File: src/rtl/mux2_rr_arbiter.sv
// Purpose: round-robin select of two valid/ready sources into one registered output word plus source id.
// Latency: a word accepted on edge N is presented on y_data/sel/y_valid right after edge N.
// Backpressure: y_ready low with y_valid high stalls the register and holds a_ready/b_ready low.
module mux2_rr_arbiter #(
    parameter int WIDTH = 8
) (
    input  logic             clk,
    input  logic             rst_n,
    input  logic             a_valid,
    output logic             a_ready,
    input  logic [WIDTH-1:0] a_data,
    input  logic             b_valid,
    output logic             b_ready,
    input  logic [WIDTH-1:0] b_data,
    output logic             y_valid,
    input  logic             y_ready,
    output logic [WIDTH-1:0] y_data,
    output logic             sel
);

    logic prio;
    logic load_en;
    logic gnt_vld;
    logic gnt_id;

    // Readies are masked while reset is held so no handshake is reported then.
    always_comb begin
        load_en = rst_n && (!y_valid || y_ready);
        gnt_vld = a_valid || b_valid;
        gnt_id  = (a_valid && b_valid) ? prio : b_valid;
        a_ready = load_en && gnt_vld && !gnt_id;
        b_ready = load_en && gnt_vld && gnt_id;
    end

    always_ff @(posedge clk or negedge rst_n) begin
        if (!rst_n) begin
            y_valid <= 1'b0;
            y_data  <= '0;
            sel     <= 1'b0;
            prio    <= 1'b0;
        end else if (load_en) begin
            if (gnt_vld) begin
                y_valid <= 1'b1;
                y_data  <= gnt_id ? b_data : a_data;
                sel     <= gnt_id;
                prio    <= !gnt_id;
            end else begin
                y_valid <= 1'b0;
            end
        end
    end

endmodule

File: config.mk
export PLATFORM = sky130hd
export DESIGN_NAME = mux2_rr_arbiter
export DESIGN_NICKNAME = d
export VERILOG_FILES = /design/src/rtl/mux2_rr_arbiter.sv
export SDC_FILE = /design/constraint.sdc
export NUM_CORES = 1
export LEC_CHECK = 0
export BUFFER_PORTS_ARGS = -buffer_cell sky130_fd_sc_hd__buf_4
export CORE_MARGIN = 2
export CORE_UTILIZATION = 40
export CTS_BUF_LIST = sky130_fd_sc_hd__clkbuf_8
export DETAILED_ROUTE_END_ITERATION = 16
export GPL_TIMING_DRIVEN = 1
export PLACE_DENSITY = 0.79
export SLEW_MARGIN = 20
export SYNTH_ARGS = -nofsm -noshare
export SYNTH_HDL_FRONTEND = slang
export SYNTH_SLANG_ARGS = --single-unit
File: constraint.sdc
create_clock -name clk -period 2.42 [get_ports clk]
set_input_delay 0.363 -clock clk [delete_from_list [all_inputs] [get_ports clk]]
set_output_delay 0.363 -clock clk [all_outputs]
set_load 0.02 [all_outputs]
== After elaboration in Yosys (flattened, before gate mapping) ==
Index checks and enable logic that the tools add are counted.

* Output and inout bits: 12
* Logic and storage cells: 17
* Bits of input ports: 21
* Flip-flop bits (word level): 11

* Muxes and demuxes: 3
* Reduce and logical (&&, ||, !) cells: 10

{| class="wikitable"
|+ Operators by type and width
! cell !! number
|-
| 8-bit two-way mux || 1
|-
| 1-bit logical AND || 5
|-
| 1-bit zero test || 2
|-
| 1-bit logical OR || 2
|-
| 1-bit two-way mux || 2
|-
| 2-bit AND reduction || 1
|}

== Logic depth before layout (Yosys ltp) ==
* Depth in word-level cells: 5
* Depth in mapped cells: 5
* Depth with buffers taken out: 3

== Worst setup path after synthesis ==
Ideal clock, no wire load.

* Kind: reg-to-reg
* Start: reg y_valid
* End: reg y_data[0]
* Library setup time: 0.126 ns
* Path slack: 0.869 ns
* Arrival: 1.425 ns
* Buffers on the path: 2
* Clock period less this slack: 1.551 ns
* Required time: 2.294 ns
* Cell stages (with the launch flop): 6
* Cells stage by stage: dfrtp_1 -> nor2b_4 -> buf_6 -> and4b_1 -> buf_6 -> a221o_1

* Word-level cells in the longest chain between the ends: 4

{| class="wikitable"
|+ RTL lines
! what !! RTL line !! text
|-
| start, declared || 15 || <nowiki>output logic y_valid,</nowiki>
|-
| start signal, assigned || 37 || <nowiki>y_valid <= 1'b0;</nowiki>
|-
| start signal, assigned || 43 || <nowiki>y_valid <= 1'b1;</nowiki>
|-
| start signal, assigned || 48 || <nowiki>y_valid <= 1'b0;</nowiki>
|-
| 1-bit zero test || 28 || <nowiki>load_en = rst_n && (!y_valid || y_ready);</nowiki>
|-
| 1-bit logical OR || 28 ||
|-
| 1-bit logical AND || 28 ||
|-
| 2-bit AND reduction (no line) || -- ||
|-
| end signal, assigned || 44 || <nowiki>y_data <= gnt_id ? b_data : a_data;</nowiki>
|-
| end, declared || 17 || <nowiki>output logic [WIDTH-1:0] y_data,</nowiki>
|}

Every way passes these cells.
A chain may end at the register's enable or synchronous reset.

== Worst setup path in the final report ==
* Start: in rst_n
* End: out a_ready

* Word-level cells in the longest chain between the ends: 3

{| class="wikitable"
|+ RTL lines
! what !! RTL line !! text
|-
| start, declared || 8 || <nowiki>input logic rst_n,</nowiki>
|-
| 1-bit logical AND || 28 ||
|-
| 1-bit logical AND (2 in series) || 31 || <nowiki>a_ready = load_en && gnt_vld && !gnt_id;</nowiki>
|-
| end, declared || 10 || <nowiki>output logic a_ready,</nowiki>
|}

Every way passes these cells.

==> impl_results.md <==
- Root buf cell: clkbuf_8
- Run status: finished, final reports clean
- Yosys top cell area share: 0.474
- Die footprint: roughly 0.0018 mm^2
- Site row count: 13
- GRT Total Usage: 0.201
- Core area: 0.00133 mm^2
- Slew Limit Fails: 0
- Sw frac: 0.321
- Starting DRT DRC Count: 8
- ANT nets after route: 0
- Max IR drop VDD: 0.501 mV
- Setup-failing EPs final: 0
- Int Pwr: approximately 450 uW
- Most frequent cells in the layout: buf_4, nand2_1, dfrtp_1
- Sequential fraction of the synthesis area: 0.474
- Drt wl/cell: 16.1 um
- CTS hold repair buffers: 1
- Die W: about 42 um
- DR pass1 iterations: 4
- Placed wire-length estimate: 1120 um
- Leading cell type in the layout, fill and taps excluded: buf_4
- CTS clk-pin slew, worst paths: around 0.050 ns
- Initial antenna violation count: 0
- Clk_lat worst skew: between 0.2 and 0.25 ns
- Remaining Overflow, GRT: 0
- Required @ worst endpoint: approximately 2.1 ns
- Setup TNS: 0 ns
- Largest net degree at the start of global routing: 24
- Vias in the first global route: about 570
- Share of cells above drive strength 1: 0.452
- Num CTS Buffers: 3
- Sequential share of power: 0.381
- Yosys warns: 0
- Crit end category: primary output
- H-tree lvl count: 1
- NetSw: about 210 uW
- Synth-to-Final Area Change: 47.4%
- Max Used Layer: met4
- Yosys cell types: 15
- Worst slew pin tran: about 0.92 ns
- IO Count: 33
- Crit share post-route: 0.910
- Port buffer count: 32
- WL final: roughly 1600 um
- Clock tree from TritonCTS: built
- Core Util, Final: 0.642
- Routed wl met3: 103 um
- CP max stage cell: dlygate4sd3_1
- Family with the most delay on the worst path: buffers and inverters
- Syn Area/Cell: between 10 and 15 um^2
- RePlAce Congestion: around 0.70
- Clock Sinks: 11
- First-pass GRT wire length: 2620 um
- Clock power frac: 0.280
- Post-Place Setup Slack: approximately 0.67 ns
- Critical Path Source Type: primary input
- Setup ws final: about 0.22 ns
- Routed wl met2: 800 um
- Cell Chain, Critical Path: dlygate4sd3_1 > buf_4 > and4b_1 > buf_4
- Post-synthesis instance area: slightly below 600 um^2
- Crit path buffers/inverters: 3
- Cell count after synthesis: 53
- Post-synth top area cell: dfrtp_1
- RSZ-0062 raised after global routing: no
- Via count: 561
- Final net count: ~110
- Hold Path Class: in2reg
- DRC Markers: 0
- Mean number of vias per cell: ~5.7
- Clock skew: about 0.0047 ns
- Synthesized Nets: 74
- CTS max path bufs: 2
- Final hold slack: ~0.35 ns
- Power Dens Cells: roughly 770 mW/mm^2
- Arr. time, crit path: approximately 1.8 ns
- Post-CTS setup buffers: 0
- Crit-path max FO: 23
- WS Path Type: in2out
- Fmax achieved: about 0.45 GHz
- Post-cts resize count: 0
- Die Y: between 40 and 50 um
- Lkg Pwr: approximately 0.43 nW
- Yosys reg bits: 11
- # Max-Cap Violations: 0
- Max_slew headroom: 0.384
- Most used cell, CP: buf_4
- Comb power frac: 0.338
- Starting density of the core: 0.435
- Final hold violation count: 0
- WL met1: between 600 and 700 um
- Worst path max stage delay: ~0.53 ns
- Largest cells by area after synthesis: dfrtp_1, a221o_1, nor4b_1, nand2_1, buf_6
- Antenna diodes: 0
- Shortest period the worst path allows: between 2 and 2.5 ns
final cells by class:
cell class | count | area, um^2
sequential | 11 | 275
clock inverter | 1 | 3.75
inverter | 1 | 3.75
clock buffer | 3 | 41.3
tap | 15 | 18.8
timing repair buffer | 33 | 250
multi-input combinational | 35 | 263
fill | 123 | 478
sequential cells by signal, indices dropped and copies added (netlist names):
signal and count:
prio 1, sel 1, y_data 8, y_valid 1
kinds of logic after synthesis:
family / after synthesis / share of synthesized area
and+or+nand+nor: 24 / 0.272
DFF: 11 / 0.474
AOI/OAI and AO/OA: 11 / 0.181
buffers and inverters: 7 / 0.0733
power by group through the flow:
stage	Combinational [mW]	Sequential (mW)	Clock, mW
floorplan	0.0807	0.294	0
global placement	0.218	0.250	0
detailed placement	0.224	0.253	0
CTS	0.225	0.251	0.189
global route	0.238	0.256	0.202
finish	0.223	0.251	0.185
cells in the mapped netlist:
cell       n
a21o_1     1
a21o_2     1
a221o_1    8
and4b_1    1
and4bb_2   1
buf_2      1
buf_6      2
clkbuf_1   3
dfrtp_1   11
inv_1      1
nand2_1   12
nor2b_1    1
nor2b_4    1
nor4b_1    8
o221ai_1   1
layer usage:
layer  global-route usage  up-vias
li1                     -      264
met1                0.224      273
met2                0.347       20
met3               0.0776        4
met4               0.0750        0
met5                    0        -
worst paths after layout:
| check | startpoint | endpoint | slack (ns) | depth (start not counted) |
|---|---|---|---|---|
| setup / recovery | rst_n | a_ready | 0.22 | 4 |
| hold / removal | a_data[5] | y_data[5] | 0.35 | 2 |
| setup reg to reg | y_valid | y_data[0] | 0.85 | 3 |
| hold reg to reg | y_data[4] | y_data[4] | 0.51 | 1 |
| max in group asynchronous | rst_n | sel | 1.71 | 2 |
| min in group asynchronous | rst_n | y_valid | 0.52 | 2 |
metrics by stage:
stage | instance area [um^2] | total power [mW] | cells
detailed placement | 801 | 0.477 | 94
CTS | 856 | 0.666 | 99
floorplan | 581 | 0.374 | 53
global placement | 801 | 0.468 | 94
finish | 856 | 0.659 | 99
global route | 856 | 0.697 | 99
Power figures use the tool's default switching activity.
